## config.mk

```make
export PLATFORM = sky130hd
export DESIGN_NAME = vga_pattern_gen_flat
export DESIGN_NICKNAME = d
export VERILOG_FILES = /design/src/rtl/vga_pkg.sv /design/src/rtl/vga_pattern_gen_if.sv /design/src/rtl/vga_bounce_axis.sv /design/src/rtl/vga_pattern_gen.sv /design/src/flat_wrapper.sv
export SDC_FILE = /design/constraint.sdc
export NUM_CORES = 1
export LEC_CHECK = 0
export ABC_AREA = 1
export BUFFER_PORTS_ARGS = -buffer_cell sky130_fd_sc_hd__buf_4
export CAP_MARGIN = 20
export CORE_UTILIZATION = 48
export CTS_CLUSTER_SIZE = 12
export DETAILED_ROUTE_END_ITERATION = 7
export PLACE_DENSITY = 0.69
export SLEW_MARGIN = 15
export SYNTH_ARGS = -nofsm -noshare
export SYNTH_HDL_FRONTEND = slang
export SYNTH_HIERARCHICAL = 1
export SYNTH_SLANG_ARGS = --single-unit
```

## constraint.sdc

```tcl
create_clock -name vga_clock -period 1.78 [get_ports vga_clock]
set_input_delay 0.356 -clock vga_clock [delete_from_list [all_inputs] [get_ports vga_clock]]
set_output_delay 0.356 -clock vga_clock [all_outputs]
set_load 0.01 [all_outputs]
```

## src/rtl/vga_pkg.sv

```systemverilog
// vga_pkg: shared VGA timing constants, 3-bit {B,G,R} colours and
// bounce direction encoding for the pattern generator slice.
package vga_pkg;

  localparam logic [9:0] H_ACTIVE = 10'd640;
  localparam logic [9:0] V_ACTIVE = 10'd480;
  localparam logic [9:0] H_TOTAL  = 10'd800;
  localparam logic [9:0] V_TOTAL  = 10'd525;

  typedef logic [2:0] rgb_t;

  localparam rgb_t RGB_BLACK   = 3'b000;
  localparam rgb_t RGB_RED     = 3'b001;
  localparam rgb_t RGB_GREEN   = 3'b010;
  localparam rgb_t RGB_YELLOW  = 3'b011;
  localparam rgb_t RGB_BLUE    = 3'b100;
  localparam rgb_t RGB_MAGENTA = 3'b101;
  localparam rgb_t RGB_CYAN    = 3'b110;
  localparam rgb_t RGB_WHITE   = 3'b111;

  typedef enum logic {
    DIR_POS = 1'b0,
    DIR_NEG = 1'b1
  } dir_t;

  // Strip palette walks 1..7 and skips black.
  function automatic rgb_t next_strip(rgb_t c);
    return (c == RGB_WHITE) ? RGB_RED : rgb_t'(c + 3'd1);
  endfunction

endpackage

```

## src/rtl/vga_pattern_gen_if.sv

```systemverilog
// vga_pattern_gen_if: scan coordinates and run in, colour word and
// frame tick out. master = timing controller side, slave = generator.
interface vga_pattern_gen_if;

  logic [9:0] x;
  logic [9:0] y;
  logic       run;
  logic [5:0] colour;
  logic       frame_tick;

  modport master (
    output x,
    output y,
    output run,
    input  colour,
    input  frame_tick
  );

  modport slave (
    input  x,
    input  y,
    input  run,
    output colour,
    output frame_tick
  );

endinterface

```

## src/rtl/vga_bounce_axis.sv

```systemverilog
// vga_bounce_axis: position/direction of the square on one axis.
// Ports: vga_clock, resetn, step_en (one update), pos (0..LIMIT).
module vga_bounce_axis
  import vga_pkg::*;
#(
  parameter logic [10:0] LIMIT = 11'd608,
  parameter logic [10:0] STEP  = 11'd2
) (
  input  logic       vga_clock,
  input  logic       resetn,
  input  logic       step_en,
  output logic [9:0] pos
);

  dir_t       dir;
  dir_t       dir_nx;
  logic [9:0] pos_nx;
  logic [10:0] pos_w;

  // Compares run at 11 bits so pos + STEP can never wrap.
  assign pos_w = {1'b0, pos};

  always_comb begin
    pos_nx = pos;
    dir_nx = dir;
    unique case (dir)
      DIR_POS: begin
        if (pos_w + STEP >= LIMIT) begin
          pos_nx = LIMIT[9:0];
          dir_nx = DIR_NEG;
        end else begin
          pos_nx = pos + STEP[9:0];
        end
      end
      DIR_NEG: begin
        if (pos_w <= STEP) begin
          pos_nx = '0;
          dir_nx = DIR_POS;
        end else begin
          pos_nx = pos - STEP[9:0];
        end
      end
    endcase
  end

  always_ff @(posedge vga_clock or negedge resetn) begin
    if (!resetn) begin
      pos <= '0;
      dir <= DIR_POS;
    end else if (step_en) begin
      pos <= pos_nx;
      dir <= dir_nx;
    end
  end

endmodule

```

## src/rtl/vga_pattern_gen.sv

```systemverilog
// vga_pattern_gen: bouncing square over a background plus a colour-cycling
// left strip. Ports: vga_clock, resetn, bus (x, y, run -> colour, frame_tick).
// Optional white frame border: define VGA_PATTERN_BORDER_EN.
module vga_pattern_gen #(
  parameter logic [9:0] H_ACTIVE     = vga_pkg::H_ACTIVE,
  parameter logic [9:0] V_ACTIVE     = vga_pkg::V_ACTIVE,
  parameter logic [9:0] BOX_SIZE     = 10'd32,
  parameter logic [9:0] STEP         = 10'd2,
  parameter logic [2:0] BOX_RGB      = 3'b010,
  parameter logic [2:0] BG_RGB       = 3'b100,
  parameter logic [7:0] STRIP_PERIOD = 8'd60
) (
  input  logic              vga_clock,
  input  logic              resetn,
  vga_pattern_gen_if.slave  bus
);

  import vga_pkg::*;

  localparam logic [10:0] X_LIM    = {1'b0, H_ACTIVE} - {1'b0, BOX_SIZE};
  localparam logic [10:0] Y_LIM    = {1'b0, V_ACTIVE} - {1'b0, BOX_SIZE};
  localparam logic [10:0] STEP_W   = {1'b0, STEP};
  localparam logic [10:0] BOX_W    = {1'b0, BOX_SIZE};
  localparam logic [7:0]  CNT_LAST = STRIP_PERIOD - 8'd1;

  logic       frame_evt;
  logic       step_en;
  logic [9:0] box_x;
  logic [9:0] box_y;
  logic [7:0] frame_cnt;
  rgb_t       strip_rgb;
  logic       active;
  logic       in_box;
  rgb_t       main_rgb;
  logic [5:0] colour_d;
  logic [10:0] px;
  logic [10:0] py;

  // First clock of vertical blanking.
  assign frame_evt = (bus.x == 10'd0) && (bus.y == V_ACTIVE);
  assign step_en   = frame_evt & bus.run;

  vga_bounce_axis #(
    .LIMIT (X_LIM),
    .STEP  (STEP_W)
  ) u_axis_x (
    .vga_clock (vga_clock),
    .resetn    (resetn),
    .step_en   (step_en),
    .pos       (box_x)
  );

  vga_bounce_axis #(
    .LIMIT (Y_LIM),
    .STEP  (STEP_W)
  ) u_axis_y (
    .vga_clock (vga_clock),
    .resetn    (resetn),
    .step_en   (step_en),
    .pos       (box_y)
  );

  always_ff @(posedge vga_clock or negedge resetn) begin
    if (!resetn) begin
      frame_cnt <= '0;
      strip_rgb <= RGB_RED;
    end else if (step_en) begin
      if (frame_cnt == CNT_LAST) begin
        frame_cnt <= '0;
        strip_rgb <= next_strip(strip_rgb);
      end else begin
        frame_cnt <= frame_cnt + 8'd1;
      end
    end
  end

  assign px = {1'b0, bus.x};
  assign py = {1'b0, bus.y};

  assign active = (bus.x < H_ACTIVE) && (bus.y < V_ACTIVE);

  assign in_box = (px >= {1'b0, box_x}) &&
                  (px <  {1'b0, box_x} + BOX_W) &&
                  (py >= {1'b0, box_y}) &&
                  (py <  {1'b0, box_y} + BOX_W);

  always_comb begin
    main_rgb = in_box ? BOX_RGB : BG_RGB;
`ifdef VGA_PATTERN_BORDER_EN
    if (bus.x == 10'd0 || bus.x == H_ACTIVE - 10'd1 ||
        bus.y == 10'd0 || bus.y == V_ACTIVE - 10'd1) begin
      main_rgb = RGB_WHITE;
    end
`endif
    colour_d = '0;
    if (active) begin
      colour_d = {main_rgb, strip_rgb};
    end
  end

  always_ff @(posedge vga_clock or negedge resetn) begin
    if (!resetn) begin
      bus.colour     <= '0;
      bus.frame_tick <= 1'b0;
    end else begin
      bus.colour     <= colour_d;
      bus.frame_tick <= frame_evt;
    end
  end

endmodule

```

## src/flat_wrapper.sv

```systemverilog
// flat-port wrapper written by rule: the top's interface ports become plain ports
module vga_pattern_gen_flat import vga_pkg::*;
#(
  parameter logic [9:0] H_ACTIVE     = vga_pkg::H_ACTIVE,
  parameter logic [9:0] V_ACTIVE     = vga_pkg::V_ACTIVE,
  parameter logic [9:0] BOX_SIZE     = 10'd32,
  parameter logic [9:0] STEP         = 10'd2,
  parameter logic [2:0] BOX_RGB      = 3'b010,
  parameter logic [2:0] BG_RGB       = 3'b100,
  parameter logic [7:0] STRIP_PERIOD = 8'd60
)
  (vga_clock, resetn, bus_x, bus_y, bus_run, bus_colour, bus_frame_tick);
  vga_pattern_gen_if bus_i ();
  input  logic vga_clock;
  input  logic resetn;
  input wire logic [$bits(bus_i.x)-1:0] bus_x;
  input wire logic [$bits(bus_i.y)-1:0] bus_y;
  input wire logic [$bits(bus_i.run)-1:0] bus_run;
  output wire logic [$bits(bus_i.colour)-1:0] bus_colour;
  output wire logic [$bits(bus_i.frame_tick)-1:0] bus_frame_tick;
  assign bus_i.x = bus_x;
  assign bus_i.y = bus_y;
  assign bus_i.run = bus_run;
  assign bus_colour = bus_i.colour;
  assign bus_frame_tick = bus_i.frame_tick;
  vga_pattern_gen #(.H_ACTIVE(H_ACTIVE), .V_ACTIVE(V_ACTIVE), .BOX_SIZE(BOX_SIZE), .STEP(STEP), .BOX_RGB(BOX_RGB), .BG_RGB(BG_RGB), .STRIP_PERIOD(STRIP_PERIOD)) u_core (.vga_clock(vga_clock), .resetn(resetn), .bus(bus_i));
endmodule
```

# Word-level counts from Yosys, hierarchy flattened
# Index checks and enable logic that the tools add are counted.
# W data, S select, Z words.
totals:
  word_cells: 57
  out_inout_bits: 7
  ff_bits: 40
op_classes:
  add_sub_neg: 10
  magnitude_cmp: 10
  n_reduce_logical: 7
  n_bitwise: 3
  eq_ne: 3
  n_mux: 16
op_table:
  columns: ["op", "count"]
  rows:
  - ["$mux W10", 4]
  - ["$pmux W10 S2", 2]
  - ["$add A10 B2 Y11 const B", 2]
  - ["$add A10 B6 Y11 const B", 2]
  - ["$lt A10 B11 Y1", 2]
  - ["$add A10 B2 Y10 const B", 2]
  - ["$ge A10 B10 Y1", 2]
  - ["$le A10 B2 Y1 const B", 2]
  - ["$sub A10 B2 Y10 const B", 2]
  - ["$ge A11 B10 Y1 const B", 1]
  - ["$ge A11 B9 Y1 const B", 1]
  - ["$eq A10 B9 Y1 const B", 1]
  - ["$logic_not A10 Y1", 1]
  - ["$lt A10 B10 Y1 const B", 1]
  - ["$lt A10 B9 Y1 const B", 1]
  - ["$add A8 B1 Y8 const B", 1]
  - ["$eq A8 B6 Y1 const B", 1]
  - ["$mux W8", 1]
  - ["$mux W3", 2]
  - ["$mux W6", 1]
  - ["$logic_and A1 B1 Y1", 5]
  - ["$mux W1", 4]
  - ["$pmux W1 S2", 2]
  - ["$add A3 B1 Y3 const B", 1]
  - ["other kinds (4)", 5]

# Depth between registers and ports, before layout
depth:
  depth_word: 7
  ltp_mapped: 12
  depth_no_buf: 12

# Hierarchy
# The synthesis kept the hierarchy.
modules_own_cells:
  columns: ["module", "cells_per_inst", "area_per_inst_um2", "n_inst"]
  rows:
  - ["vga_pattern_gen", 303, 2047.0, 1]
  - ["vga_bounce_axis at u_core.u_axis_y", 156, 938.4, 1]
  - ["vga_bounce_axis at u_core.u_axis_x", 146, 903.4, 1]

# Worst setup path after synthesis
# OpenSTA, ideal clock, no wires.
synth_timing:
  path_kind: "input -> register"
  from: "input bus_x[8]"
  to: "register u_core.u_axis_y.pos[9]"
  arrival_ns: 1.779
  required_time_ns: 1.643
  cell_stages: 10
  slack_ns: -0.136
  setup_ns: 0.137
  path_buffers: 1
  cell_sequence: "nor2_1 > nand3_1 > nor2_1 > nand2_1 > nor3b_2 > clkbuf_1 > inv_1 > nor3_2 > xnor2_1 > a21oi_1"
synth_via:
  elab_chain_len: 3
synth_lines:
  columns: ["item", "line", "text"]
  rows:
  - ["start, declared", "flat_wrapper.sv:16", "input wire logic [$bits(bus_i.x)-1:0] bus_x;"]
  - ["$logic_not A10 Y1", "vga_pattern_gen.sv:40", "assign frame_evt = (bus.x == 10'd0) && (bus.y == V_ACTIVE);"]
  - ["$logic_and A1 B1 Y1", "vga_pattern_gen.sv:40", null]
  - ["$and A1 B1 Y1", "vga_pattern_gen.sv:41", "assign step_en = frame_evt & bus.run;"]
  - ["net u_core.step_en", "vga_pattern_gen.sv:27", "logic step_en;"]
  - ["end signal, assigned", "vga_bounce_axis.sv:51", "pos <= pos_nx;"]
  - ["end, declared", "vga_bounce_axis.sv:12", "output logic [9:0] pos"]
# The timed path passes the listed nets, and every way through them passes these cells.
# A chain may end at the register's enable or synchronous reset.

# Worst setup path in the final report
layout_timing:
  from: "register u_core.u_axis_y.pos[6]"
  to: "register u_core.bus.colour[4]"
layout_via:
  elab_chain_len: 5
  word_cells_on_any_way: 7
  classes_between: "1 x add/sub; 2 x order compare; 2 x mux; 2 x reduce/logical"
layout_lines:
  columns: ["item", "line", "text"]
  rows:
  - ["$add A10 B6 Y11 or $ge A10 B10 Y1 (tied branches)", "vga_pattern_gen.sv:85, vga_pattern_gen.sv:84", null]
  - ["$lt A10 B11 Y1 or $logic_and A1 B1 Y1 (tied branches)", "vga_pattern_gen.sv:85, vga_pattern_gen.sv:83", null]
  - ["$logic_and A1 B1 Y1 (*)", "vga_pattern_gen.sv:84", "(py >= {1'b0, box_y}) &&"]
  - ["$mux W3 (*)", "vga_pattern_gen.sv:88", "main_rgb = in_box ? BOX_RGB : BG_RGB;"]
  - ["$mux W6 (*)", "vga_pattern_gen.sv:96", "if (active) begin"]
  - ["net u_core.colour_d[4]", "vga_pattern_gen.sv:35", "logic [5:0] colour_d;"]
  - ["end signal, assigned", "vga_pattern_gen.sv:106", "bus.colour <= colour_d;"]
  - ["end, declared", "vga_pattern_gen_if.sv:23", "output colour,"]
# The timed path passes the listed nets; every way through them passes the cells marked *.

==> key figures <==
Clocking
  • CTS tree: done
  • Worst-Skew Late Latency: 0.30 ns
  • Clk buf depth: 2
  • Hold_buf cts: 0
  • CTS buffer count: 5
  • Htree depth: 2
  • Clock transition at path regs: 0.09 ns
  • Clock root cell: clkbuf_8
  • Clock Sinks: 37

Floorplanning
  • Die area: 8466 sq um
  • I/O pin count: 30
  • FP Rows: 32
  • Die W: 92.01 um
  • Die Y: 92.01 um
  • CORE AREA: 7767 sq um
  • Starting Density: 0.5006

Layout
  • Layout cell share with drive strength beyond 1: 0.2201
  • Final core occ: 0.6053
  • Layout Cells excl Fill: 770
  • Area Growth Syn to Fin: 20.91%
  • FILL cells: 719
  • Design area: 4702 sq um
  • Nets: 731
  • Total inserted antenna cells: 0

Synth
  • Register area share after synthesis: 0.2384
  • Area leader, netlist: dfrtp_1
  • Most frequent cell after synthesis: nand2_1
  • Post-synth EDFFs: 0
  • Flops & latches, synth: 37
  • Synth cell count leaders: 168 x nand2_1, 89 x inv_1, 75 x nor2_1
  • Synth Flop Type: dfrtp_1
  • Syn Area/Cell: 6.428 sq um
  • YS warnings: 6
  • Syn Std Cell Area: 3889 sq um
  • Synthesized net count: 669
  • Ranking of synthesized cells by area: dfrtp_1 23%, nand2_1 16%, ha_1 13%
  • Asr flop ratio synth: 1.000
  • Yosys cell types: 37
  • Yosys top cell area share: 0.2317
  • Post-Synthesis Cells: 605

Job
  • Max-Cap Viols: 0

Timing
  • Slew Limit Fails: 0
  • Final worst path period need: 1.816 ns
  • Final hold violations: 0
  • Worst setup margin: -0.03597 ns
  • Fin Hold WS: 0.01336 ns
  • Highest clock rate: 0.5507 GHz
  • Setup Total Neg Slack: -0.04894 ns
  • Period utilization: 1.020
  • Max Clock Skew: 0.01547 ns
  • RSZ-0062 raised after global routing: yes
  • Setup violators final: 2

Worst setup path
  • R2R Setup Slk: -0.04 ns
  • Worst path arrival time: 2.04 ns
  • Critical path class: flip-flop to flip-flop
  • RR Startpoint: u_core/u_axis_y/pos[6]
  • Worst-case reg-to-reg path depth: 10
  • Element type at the critical path end: flip-flop
  • Worst-path fanout max: 4
  • CP Launch Type: flip-flop
  • Worst r2r dst: u_core/bus.colour[4]
  • Req. time, crit path: 2.00 ns

Pwr
  • PwrDens: 377.9 nW/um^2
  • Max rail drop VDD: 0.2862 mV
  • Tot Pwr: 1.777 mW
  • Leak pwr: 2.372 nW

Place
  • GPL Wtd Cong: 0.9209
  • Placed insts: 758
  • I/O Buffers: 28
  • Area of placed instances: 4412 sq um
  • Dpl ws: -0.1392 ns
  • Hpwl dp: 7461 um

Route
  • DR DRC count: 0
  • Vias per cell: 5.038
  • First DRT Iteration DRCs: 160
  • Wirelength per Cell: 12.39 um
  • Final ANT Viol Nets: 0
  • Vias: 3879
  • First-pass detailed-route iteration total: 4
  • WL final: 9538 um

Run status
  • Failing checks: negative setup slack
  • Outcome: complete, but fails checks

GRT
  • Vias in the first global route: 3688
  • Initial antenna violation count: 0
  • Grt ovf: 0
  • First-pass GRT wire length: 16570 um
  • Gr usage total: 0.2426
  • Largest net degree at the start of global routing: 38

Worst hold path
  • Worst hold path class: input port to asynchronous set/reset pin
-- layer usage --
layer	routed length, um	track usage	part of all wire	vias to the layer above
li1	-	-	-	2034
met3	308	0.03068	0.032	15
met5	0	0	0	-
met1	4314	0.3096	0.45	1757
met4	151	0.07682	0.016	0
met2	4764	0.4235	0.50	73
-- power by group --
part | switching, mW | internal (mW)
Combinational | 0.143 | 0.118
Sequential | 0.000951 | 0.842
Clock | 0.322 | 0.351
Total | 0.466 | 1.31
-- layout by cell type, fill, tap and decap left out, drive strengths merged --
cell    Yosys  final
dfstp       1      1
nand4       8      8
a21o        2      2
inv        91     91
nand3      57     57
conb        3      3
nor4        1      1
nand3b      3      3
nor3b       2      2
ha         41     41
xor2       10     10
nor2       85     85
buf         7     65
nand2     177    177
o21ai      24     24
xnor2       9      9
clkinv      0      1
nor3        5      5
dfrtp      36     36
clkbuf      3      7
a21oi      32     32
or2         6      6
o21bai      2      2
-- worst max-delay path, cell delays in order, from the launching register on --
cell and delay [ns]:
dfrtp_2 0.45, nand2_2 0.11, nor2_2 0.05, xor2_1 0.16, ha_1 0.33, a21oi_2 0.19
nand3b_1 0.13, nand3_1 0.08, nor2_1 0.09, nand2_1 0.06, nor2_1 0.10
-- worst max-delay path by stage --
stage | start | endpoint | slack, ns | cells after the start
2_1_floorplan | bus_x[8] | u_core/u_axis_y/pos[9] | -0.01 | 10
5_1_grt | u_core/u_axis_y/pos[6] | u_core/bus.colour[5] | -0.13 | 10
3_5_place_dp | bus_y[9] | u_core/u_axis_x/dir | -0.14 | 8
4_1_cts | u_core/u_axis_y/pos[5] | u_core/bus.colour[4] | 0.001 | 10
3_3_place_gp | bus_y[9] | u_core/u_axis_x/dir | -0.10 | 8
6_report | u_core/u_axis_y/pos[6] | u_core/bus.colour[4] | -0.04 | 10
-- flip-flops by register name, summed over array words and instances (netlist names) --
signal                 flops
u_core/u_axis_y/pos        9
u_core/u_axis_x/dir        1
u_core/strip_rgb           3
u_core/frame_cnt           8
u_core/bus.frame_tick      1
u_core/bus.colour          5
u_core/u_axis_x/pos        9
u_core/u_axis_y/dir        1
-- layout make-up --
class | count | area (sq um) | share of cell area
Tap cell | 102 | 127.6 | 0.02714
Clock inverter | 1 | 5.005 | 0.001064
Clock buffer | 7 | 96.34 | 0.02049
Timing Repair Buffer | 65 | 495.5 | 0.1054
Multi-Input combinational cell | 467 | 2698 | 0.5737
Sequential cell | 37 | 935.9 | 0.1990
Inverter | 91 | 344.1 | 0.07318
-- cells by family after synthesis --
kind of cell | after synthesis | synth area share
flip-flops | 37 | 0.2384
XOR/XNOR | 19 | 0.04279
adder cells (fa/ha/maj) | 41 | 0.1319
AO/OA/AOI/OAI | 60 | 0.08655
buffers and inverters | 101 | 0.1062
AND/OR/NAND/NOR | 344 | 0.3912
other | 3 | 0.002896
-- timing repair --
item                       CTS  global route
gates resized for setup     11            37
setup endpoints to repair    2            18
buffers inserted             1             3
gates cloned                 0             0
pin swaps                    8            17
(Power assumes the default switching activity.)
